[src/rtl/axi4_lite_req_arbiter_if.sv]
// Bundle of requester-side and master-side command signals around the shared
// AXI4-Lite command port; modport slave is the arbiter view, master is the environment view.
interface axi4_lite_req_arbiter_if #(
  parameter int NUM_REQ = 4
);
  logic [NUM_REQ-1:0]    req_valid;
  logic [NUM_REQ-1:0]    req_write;
  logic [NUM_REQ*32-1:0] req_addr;
  logic [NUM_REQ*32-1:0] req_wdata;
  logic [NUM_REQ*4-1:0]  req_wstrb;
  logic [NUM_REQ-1:0]    req_ready;
  logic [NUM_REQ-1:0]    rsp_valid;
  logic [31:0]           rsp_rdata;
  logic [1:0]            rsp_resp;
  logic                  m_write_en;
  logic                  m_read_en;
  logic [31:0]           m_addr;
  logic [31:0]           m_wdata;
  logic [3:0]            m_wstrb;
  logic [31:0]           m_read_data;
  logic [1:0]            m_write_resp;
  logic [1:0]            m_read_resp;
  logic                  m_write_done;
  logic                  m_read_done;
  logic                  busy;
  logic [1:0]            dbg_state;

  modport slave (
    input  req_valid, req_write, req_addr, req_wdata, req_wstrb,
    input  m_read_data, m_write_resp, m_read_resp, m_write_done, m_read_done,
    output req_ready, rsp_valid, rsp_rdata, rsp_resp,
    output m_write_en, m_read_en, m_addr, m_wdata, m_wstrb, busy, dbg_state
  );

  modport master (
    output req_valid, req_write, req_addr, req_wdata, req_wstrb,
    output m_read_data, m_write_resp, m_read_resp, m_write_done, m_read_done,
    input  req_ready, rsp_valid, rsp_rdata, rsp_resp,
    input  m_write_en, m_read_en, m_addr, m_wdata, m_wstrb, busy, dbg_state
  );
endinterface

[src/rtl/axi4_lite_req_arbiter.sv]
// Round-robin arbiter sharing one AXI4-Lite master command port among NUM_REQ requesters.
// Define AXI4_LITE_ARB_FIXED_PRIO_EN to replace round-robin with fixed lowest-index priority.
module axi4_lite_req_arbiter #(
  parameter int NUM_REQ = 4
) (
  input logic                   ACLK,
  input logic                   ARESETn,
  axi4_lite_req_arbiter_if.slave bus
);
  localparam int GW = $clog2(NUM_REQ);

  localparam logic [1:0] IDLE  = 2'd0;
  localparam logic [1:0] ISSUE = 2'd1;
  localparam logic [1:0] WAIT  = 2'd2;
  localparam logic [1:0] RESP  = 2'd3;

  // Handshake: req_ready is a combinational pulse in IDLE while the chosen
  // req_valid is high; the command is taken on that same clock edge.
  logic [1:0]    r_state;
  logic [GW-1:0] r_grant;
  logic          r_write;
  logic [31:0]   r_addr;
  logic [31:0]   r_wdata;
  logic [3:0]    r_wstrb;
  logic [31:0]   r_rdata;
  logic [1:0]    r_resp;
`ifndef AXI4_LITE_ARB_FIXED_PRIO_EN
  logic [GW-1:0] r_rr_ptr;
`endif

  logic          w_any;
  logic          w_found;
  logic [GW-1:0] w_grant;
`ifndef AXI4_LITE_ARB_FIXED_PRIO_EN
  logic [GW:0]   w_sum;
  logic [GW-1:0] w_idx;
`endif

  always_comb begin
    w_any   = |bus.req_valid;
    w_found = 1'b0;
    w_grant = '0;
`ifndef AXI4_LITE_ARB_FIXED_PRIO_EN
    w_sum   = '0;
    w_idx   = '0;
`endif
    for (int i = 0; i < NUM_REQ; i++) begin
`ifdef AXI4_LITE_ARB_FIXED_PRIO_EN
      if (!w_found && bus.req_valid[i]) begin
        w_found = 1'b1;
        w_grant = GW'(i);
      end
`else
      // Search upward from the pointer, wrapping modulo NUM_REQ.
      w_sum = {1'b0, r_rr_ptr} + (GW+1)'(i);
      if (w_sum >= (GW+1)'(NUM_REQ)) w_sum = w_sum - (GW+1)'(NUM_REQ);
      w_idx = w_sum[GW-1:0];
      if (!w_found && bus.req_valid[w_idx]) begin
        w_found = 1'b1;
        w_grant = w_idx;
      end
`endif
    end
  end

  always_comb begin
    bus.req_ready = '0;
    if (ARESETn && (r_state == IDLE) && w_any) bus.req_ready[w_grant] = 1'b1;
  end

  always_comb begin
    bus.rsp_valid = '0;
    if (r_state == RESP) bus.rsp_valid[r_grant] = 1'b1;
  end

  assign bus.m_write_en = (r_state == ISSUE) &&  r_write;
  assign bus.m_read_en  = (r_state == ISSUE) && !r_write;
  assign bus.m_addr     = r_addr;
  assign bus.m_wdata    = r_wdata;
  assign bus.m_wstrb    = r_wstrb;
  assign bus.rsp_rdata  = r_rdata;
  assign bus.rsp_resp   = r_resp;
  assign bus.busy       = (r_state != IDLE);
  assign bus.dbg_state  = r_state;

  always_ff @(posedge ACLK or negedge ARESETn) begin
    if (!ARESETn) begin
      r_state  <= IDLE;
      r_grant  <= '0;
      r_write  <= 1'b0;
      r_addr   <= '0;
      r_wdata  <= '0;
      r_wstrb  <= '0;
      r_rdata  <= '0;
      r_resp   <= '0;
`ifndef AXI4_LITE_ARB_FIXED_PRIO_EN
      r_rr_ptr <= '0;
`endif
    end else begin
      case (r_state)
        IDLE: begin
          if (w_any) begin
            r_grant <= w_grant;
            r_write <= bus.req_write[w_grant];
            r_addr  <= bus.req_addr[32*w_grant +: 32];
            r_wdata <= bus.req_wdata[32*w_grant +: 32];
            r_wstrb <= bus.req_wstrb[4*w_grant +: 4];
            r_state <= ISSUE;
          end
        end
        ISSUE: r_state <= WAIT;
        WAIT: begin
          // Only the done pulse matching the latched direction ends the wait.
          if (r_write && bus.m_write_done) begin
            r_rdata <= '0;
            r_resp  <= bus.m_write_resp;
            r_state <= RESP;
          end else if (!r_write && bus.m_read_done) begin
            r_rdata <= bus.m_read_data;
            r_resp  <= bus.m_read_resp;
            r_state <= RESP;
          end
        end
        RESP: begin
`ifndef AXI4_LITE_ARB_FIXED_PRIO_EN
          r_rr_ptr <= (r_grant == GW'(NUM_REQ-1)) ? '0 : r_grant + 1'b1;
`endif
          r_state  <= IDLE;
        end
        default: r_state <= IDLE;
      endcase
    end
  end
endmodule

[src/flat_wrapper.sv]
// flat-port wrapper written by rule: the top's interface ports become plain ports
module axi4_lite_req_arbiter_flat 
#(
  parameter int NUM_REQ = 4
)
  (ACLK, ARESETn, bus_req_valid, bus_req_write, bus_req_addr, bus_req_wdata, bus_req_wstrb, bus_m_read_data, bus_m_write_resp, bus_m_read_resp, bus_m_write_done, bus_m_read_done, bus_req_ready, bus_rsp_valid, bus_rsp_rdata, bus_rsp_resp, bus_m_write_en, bus_m_read_en, bus_m_addr, bus_m_wdata, bus_m_wstrb, bus_busy, bus_dbg_state);
  axi4_lite_req_arbiter_if #(.NUM_REQ(NUM_REQ)) bus_i ();
  input logic ACLK;
  input logic ARESETn;
  input wire logic [$bits(bus_i.req_valid)-1:0] bus_req_valid;
  input wire logic [$bits(bus_i.req_write)-1:0] bus_req_write;
  input wire logic [$bits(bus_i.req_addr)-1:0] bus_req_addr;
  input wire logic [$bits(bus_i.req_wdata)-1:0] bus_req_wdata;
  input wire logic [$bits(bus_i.req_wstrb)-1:0] bus_req_wstrb;
  input wire logic [$bits(bus_i.m_read_data)-1:0] bus_m_read_data;
  input wire logic [$bits(bus_i.m_write_resp)-1:0] bus_m_write_resp;
  input wire logic [$bits(bus_i.m_read_resp)-1:0] bus_m_read_resp;
  input wire logic [$bits(bus_i.m_write_done)-1:0] bus_m_write_done;
  input wire logic [$bits(bus_i.m_read_done)-1:0] bus_m_read_done;
  output wire logic [$bits(bus_i.req_ready)-1:0] bus_req_ready;
  output wire logic [$bits(bus_i.rsp_valid)-1:0] bus_rsp_valid;
  output wire logic [$bits(bus_i.rsp_rdata)-1:0] bus_rsp_rdata;
  output wire logic [$bits(bus_i.rsp_resp)-1:0] bus_rsp_resp;
  output wire logic [$bits(bus_i.m_write_en)-1:0] bus_m_write_en;
  output wire logic [$bits(bus_i.m_read_en)-1:0] bus_m_read_en;
  output wire logic [$bits(bus_i.m_addr)-1:0] bus_m_addr;
  output wire logic [$bits(bus_i.m_wdata)-1:0] bus_m_wdata;
  output wire logic [$bits(bus_i.m_wstrb)-1:0] bus_m_wstrb;
  output wire logic [$bits(bus_i.busy)-1:0] bus_busy;
  output wire logic [$bits(bus_i.dbg_state)-1:0] bus_dbg_state;
  assign bus_i.req_valid = bus_req_valid;
  assign bus_i.req_write = bus_req_write;
  assign bus_i.req_addr = bus_req_addr;
  assign bus_i.req_wdata = bus_req_wdata;
  assign bus_i.req_wstrb = bus_req_wstrb;
  assign bus_i.m_read_data = bus_m_read_data;
  assign bus_i.m_write_resp = bus_m_write_resp;
  assign bus_i.m_read_resp = bus_m_read_resp;
  assign bus_i.m_write_done = bus_m_write_done;
  assign bus_i.m_read_done = bus_m_read_done;
  assign bus_req_ready = bus_i.req_ready;
  assign bus_rsp_valid = bus_i.rsp_valid;
  assign bus_rsp_rdata = bus_i.rsp_rdata;
  assign bus_rsp_resp = bus_i.rsp_resp;
  assign bus_m_write_en = bus_i.m_write_en;
  assign bus_m_read_en = bus_i.m_read_en;
  assign bus_m_addr = bus_i.m_addr;
  assign bus_m_wdata = bus_i.m_wdata;
  assign bus_m_wstrb = bus_i.m_wstrb;
  assign bus_busy = bus_i.busy;
  assign bus_dbg_state = bus_i.dbg_state;
  axi4_lite_req_arbiter #(.NUM_REQ(NUM_REQ)) u_core (.ACLK(ACLK), .ARESETn(ARESETn), .bus(bus_i));
endmodule
[config.mk]
export PLATFORM = sky130hd
export DESIGN_NAME = axi4_lite_req_arbiter_flat
export DESIGN_NICKNAME = d
export VERILOG_FILES = /design/src/rtl/axi4_lite_req_arbiter_if.sv /design/src/rtl/axi4_lite_req_arbiter.sv /design/src/flat_wrapper.sv
export SDC_FILE = /design/constraint.sdc
export NUM_CORES = 1
export LEC_CHECK = 0
export ABC_AREA = 1
export BUFFER_PORTS_ARGS = -buffer_cell sky130_fd_sc_hd__buf_2
export CAP_MARGIN = 20
export CORE_MARGIN = 4
export CORE_UTILIZATION = 25
export CTS_CLUSTER_DIAMETER = 200
export DETAILED_ROUTE_END_ITERATION = 12
export PLACE_DENSITY_LB_ADDON = 0.2
export SYNTH_ARGS = -nofsm -noshare
export SYNTH_HDL_FRONTEND = slang
export SYNTH_SLANG_ARGS = --single-unit
[constraint.sdc]
create_clock -name ACLK -period 2.67 [get_ports ACLK]
set_input_delay 0.534 -clock ACLK [delete_from_list [all_inputs] [get_ports ACLK]]
set_output_delay 0.534 -clock ACLK [all_outputs]
set_load 0.005 [all_outputs]
# Word-level counts from Yosys, hierarchy flattened
# Index checks and enable logic that the tools add are counted.
dict set report word_totals {
  regBits 109
  input_bits 320
  out_inout_bits 115
  elab_cells 96
}
dict set report op_classes {
  add_sub_neg 8
  order_cmp 12
  eq_ne 6
  shifts 3
  muxes 36
  n_reduce_logical 22
}
# operator n
set ops {}
lappend ops {{variable part select 128 x 8 -> 32 bit} 2}
lappend ops {{2-to-1 mux 32 bit} 2}
lappend ops {{2-to-1 mux 2 bit} 14}
lappend ops {{less-than comparator 2 x 3 -> 1 bit (second input constant)} 6}
lappend ops {{variable part select 16 x 5 -> 4 bit} 1}
lappend ops {{logical AND 1 bit} 11}
lappend ops {{binary-select mux 1 bit (select 2 bit)} 5}
lappend ops {{2-to-1 mux 1 bit} 10}
lappend ops {{>= comparator 3 bit (second input constant)} 3}
lappend ops {{2-to-1 mux 4 bit} 2}
lappend ops {{case mux 2 bit (4 select lines)} 1}
lappend ops {{subtractor 2 x 1 -> 2 bit (second input constant)} 4}
lappend ops {{adder 2 x 2 -> 3 bit (second input constant)} 2}
lappend ops {{equality test 2 bit (second input constant)} 3}
lappend ops {{AND reduction 2 bit} 3}
lappend ops {{demux 1 bit (select 2 bit)} 2}
lappend ops {{>= comparator 2 x 1 -> 1 bit (second input constant)} 2}
lappend ops {{zero test 1 bit} 4}
lappend ops {{nonzero test 2 bit} 2}
lappend ops {{OR reduction 4 bit} 1}
lappend ops {{adder 2 x 1 -> 3 bit (second input constant)} 1}
lappend ops {{>= comparator 2 x 3 -> 1 bit (second input constant)} 1}
lappend ops {{!= test 3 x 1 -> 1 bit (second input constant)} 1}
lappend ops {{adder 2 x 1 -> 2 bit (second input constant)} 1}
lappend ops {{3 further kinds} 3}

# Logic depth before layout (Yosys ltp)
dict set report depth {
  depth_word 19
  depth_mapped 17
  ltp_nobuf 15
}

# Worst setup path after synthesis
# Ideal clock, no wire load.
dict set report synth_timing {
  kind {register -> output}
  startpoint {register u_core.r_state[0] (netlist: u_core.bus.dbg_state[0])}
  endpoint {output port bus_req_ready[0]}
  t_arrival_ns 1.719
  required_ns 2.136
  slack_ns 0.417
  path_stages_with_launch 8
  n_path_buf 1
  path_cell_list {dfrtp_1 inv_1 ha_1 inv_1 nor2_1 clkbuf_1 nand2_1 nor3_1}
}
dict set report synth_between {
  elab_chain_cells 4
}
# element line_no
set synth_rtl {}
lappend synth_rtl {{start, declared} axi4_lite_req_arbiter.sv:19} ;# logic [1:0] r_state;
lappend synth_rtl {{start signal, assigned} axi4_lite_req_arbiter.sv:88} ;# r_state <= IDLE;
lappend synth_rtl {{start signal, assigned} axi4_lite_req_arbiter.sv:108} ;# r_state <= ISSUE;
lappend synth_rtl {{start signal, assigned} axi4_lite_req_arbiter.sv:111} ;# ISSUE: r_state <= WAIT;
lappend synth_rtl {{zero test 2 bit} axi4_lite_req_arbiter.sv:68} ;# if (ARESETn && (r_state == IDLE) && w_any) bus.req_ready[w_grant] = 1'b1;
lappend synth_rtl {{logical AND 1 bit (2 in series)} axi4_lite_req_arbiter.sv:68}
lappend synth_rtl {{2-to-1 mux 4 bit} axi4_lite_req_arbiter.sv:68}
lappend synth_rtl {{end, declared} flat_wrapper.sv:20} ;# output wire logic [$bits(bus_i.req_ready)-1:0] bus_req_ready;
# Every way passes these cells.

# Worst setup path after layout
dict set report layout_timing {
  startpoint {register u_core.r_rr_ptr[1]}
  endpoint {output port bus_req_ready[2]}
}
dict set report layout_between {
  elab_chain_cells 19
  word_cells_on_any_way 42
  classes_between {add/sub (7); order compare (6); mux (22); reduce/logical (7)}
}
# element line_no
set layout_rtl {}
lappend layout_rtl {{start, declared} axi4_lite_req_arbiter.sv:28} ;# logic [GW-1:0] r_rr_ptr;
lappend layout_rtl {{start signal, assigned} axi4_lite_req_arbiter.sv:126} ;# r_rr_ptr <= (r_grant == GW'(NUM_REQ-1)) ? '0 : r_grant + 1'b1;
lappend layout_rtl {{branches (longest 13 deep; another with adder 2 x 1 -> 3 bit)} -}
lappend layout_rtl {{2-to-1 mux 2 bit (*)} axi4_lite_req_arbiter.sv:58} ;# if (!w_found && bus.req_valid[w_idx]) begin
lappend layout_rtl {{less-than comparator 2 x 3 -> 1 bit (not written as such) or >= comparator 2 x 1 -> 1 bit (tied branches)} axi4_lite_req_arbiter.sv:68}
lappend layout_rtl {{logical AND 1 bit (not written as such)} axi4_lite_req_arbiter.sv:68}
lappend layout_rtl {{2-to-1 mux 1 bit (not written as such)} axi4_lite_req_arbiter.sv:68}
lappend layout_rtl {{demux 1 bit (select 2 bit) (*)} -}
lappend layout_rtl {{2-to-1 mux 4 bit (*)} axi4_lite_req_arbiter.sv:68}
# Every way passes the cells marked *. The select of a mux whose other input is x is not followed.

==> metrics <==
Via density 4.65; adder-cell share of the synthesized area 1.29%; initial antenna violation count 8; final RePlAce weighted congestion 0.842; largest net degree at the start of global routing 79; FP Rows 64; setup violators final 0; Synth Area in Simple Gates 52.4%; crit-path most repeated cell nand2_4; most frequent cell after synthesis nand2_1; worst slew pin tran 809 ps; Post-synth top flop dfrtp_1; DRC Markers 0; largest family of logic cells by synthesized area simple AND/OR/NAND/NOR gates; Syn Nets 1580; Routed Antenna Nets 0; count of state elements after synthesis 109; vias in the first global route 9417; final instance area 0.0108 mm2; final worst path period need 2620 ps; Clock Latency Late Sink 360 ps; unrepaired setup endpoints after global routing yes; fmax 381 MHz; Starting Density 25.4%; synthesized area 0.00777 mm2; layout cells sized above 1 32.5%; Placed Area 0.0103 mm2; Reg clk slew, reported paths 80 ps; Fill cells 3462; CTS Buffer Depth 2; final period utilization 98.3%; depth of the most critical reg-to-reg path 15; GRT overflow 0; post-synthesis sequential area ratio 35.1%; Detailed Routing Iterations Pass 1 5; WP data required 2140 ps; CTS Hold Bufs 0; gr usage total 18.4%; I/O Pins 435; Area contributors post-synth dfrtp_1, nand2_1, nand3_1, buf_2, o21ai_0; root buf cell clkbuf_16; clk sinks 109; CP max stage cell dfrtp_2; cell taking the most area after synthesis dfrtp_1; proportion of synthesized area in mux cells 0%; power density over cell area 1450 mW/mm2; Hold Fails Final Rpt 0; total vias in the final route 9491; Post-synth EDFFs 0; Rel. slew slack 46.1%; initial drt markers 446; Num CTS Buffers 9; critical path capture point type output port; chip height 184 um; Max-Cap Viols 0; peak supply drop 1.19 mV; post-synthesis xor/xnor area fraction 0%; Leak Pwr 6.56 nW; first-pass GRT wire length 50300 um; Chip Width 184 um; Post-synth top cells nand2_1, nand3_1, dfrtp_1; Area Growth Syn to Fin 39.3%; final hold slack 318 ps; FFs w/ async S/R, synth 100%; reg2reg start u_core.r_rr_ptr[1]; Slowest Stage Delay on Critical Path 440 ps; Nets 1965; unique cell type count in the Yosys netlist 28; Critical Path, Cell by Cell buf_6 > nand2_2 > nand2_4 > nand2_4 > nand2_4 > nor2_4 > nand4_1 > nand2_2 > nor2_4 > buf_6 > nor3_4 > buf_2; top-area cell type share of the netlist area 35.1%; CTS tree yes; Critical R2R Capture u_core.bus.m_wdata[4]; HPWL Detailed 24700 um; H-tree depth 3; pre-CTS setup slack 128 ps; Placeable Area 0.0307 mm2; Slew Viols, Final 0; Syn. warnings 0; PortBufs 434; Worst Skew 17.6 ps; Worst Setup Slack, final 45.1 ps; Startpoint Class flip-flop; Post-Route WL 32800 um; internal reg-to-reg setup slack 300 ps; arrival time worst endpoint 2090 ps; Cells after Synth 1252; die area 0.0340 mm2; drt wl/cell 16.1 um; status finished, final reports clean; WS Path Type flip-flop to output port; Compound-Gate Fraction of Synth Area 3.11%; Avg Cell Area, Syn 6.21 um2; CP Max Fanout 5; HP Class primary input to async pin
[worst max path at each step]
stage                            startpoint  slack (ps)  cells after the start               endpoint
global route             u_core.r_rr_ptr[1]         -80                     12       bus_req_ready[2]
finish                   u_core.r_rr_ptr[1]          50                     12       bus_req_ready[2]
floorplan           u_core.bus.dbg_state[0]         420                      7       bus_req_ready[0]
CTS                      u_core.r_rr_ptr[0]         -10                     12       bus_req_ready[2]
detailed placement         bus_req_valid[1]         130                     15  u_core.bus.m_wdata[4]
global placement           bus_req_valid[1]         100                     15  u_core.bus.m_wdata[4]
[cells by family after synthesis]
family | Yosys count
buffers and inverters | 125
AOI/OAI and AO/OA | 45
adders and majority gates | 8
DFF | 109
and+or+nand+nor | 965
[metrics by stage]
stage	setup TNS [ps]	cells	utilization, %	total power, mW
after floorplan	0	1252	-	10.6
after global placement	0	2013	33.6	14.1
after detailed placement	0	2013	33.6	14.1
after CTS	-15.6	2030	34.8	15.7
after global routing	-199	2041	35.3	17.6
final	0	2041	35.3	15.7
[critical path, delay by kind of cell (launching register included)]
kind,cells,cell delay [ps]
buffers and inverters,3,400
DFF,1,440
and+or+nand+nor,9,890
[state kept, by name (all words and copies together), names as in the netlist]
register	flops
u_core.bus.m_wdata	32
u_core.r_rr_ptr	2
u_core.bus.m_wstrb	4
u_core.r_write	1
u_core.bus.dbg_state	2
u_core.bus.m_addr	32
u_core.r_grant	2
u_core.bus.rsp_rdata	32
u_core.bus.rsp_resp	2
[per-layer routing]
| layer | part of all wire [%] | wire length (um) | GRT usage (%) |
|---|---|---|---|
| met1 | 41 | 13400 | 22.8 |
| met2 | 49 | 16000 | 31.7 |
| met3 | 7.8 | 2550 | 4.66 |
| met4 | 2.4 | 775 | 5.06 |
| met5 | 0.19 | 61 | 0 |
[cell type report]
class                      count  area (um2)  area share, %
antenna                        3        7.51         0.0693
inverter                      23        93.8          0.867
clock buffer                   9         225           2.08
clock inverter                 7        91.3          0.843
sequential                   109        2730           25.2
multi-input combinational   1018        4560           42.1
timing repair buffer         476        2630           24.3
tap                          396         495           4.58
[timing repair]
action	CTS	global route
setup buffers	1	8
gates cloned	0	0
gates resized for setup	14	25
pin swaps	2	18
endpoints found under the setup margin	4	4
[layout by cell type, fill, tap and decap left out, types with 2 or more instances in the layout]
master / instances
diode_2: 3
nand2_1: 612
clkbuf_16: 9
nand2_2: 14
clkinv_4: 4
inv_2: 4
nor2_1: 6
buf_4: 29
nor3_2: 2
dfrtp_1: 107
buf_6: 4
a31oi_1: 2
dfrtp_2: 2
nand3_4: 2
ha_1: 8
buf_2: 433
nor2_4: 4
inv_1: 17
clkinv_8: 3
nand3_1: 312
nand2_4: 7
o21ai_0: 38
buf_12: 10
[power by group]
part	switching (mW)	total, mW	internal [mW]
clock	0.756	1.43	0.678
combinational	7.34	11.3	4.01
sequential	0.455	2.91	2.45
total	8.55	15.7	7.14
Power figures use the tool's default switching activity.
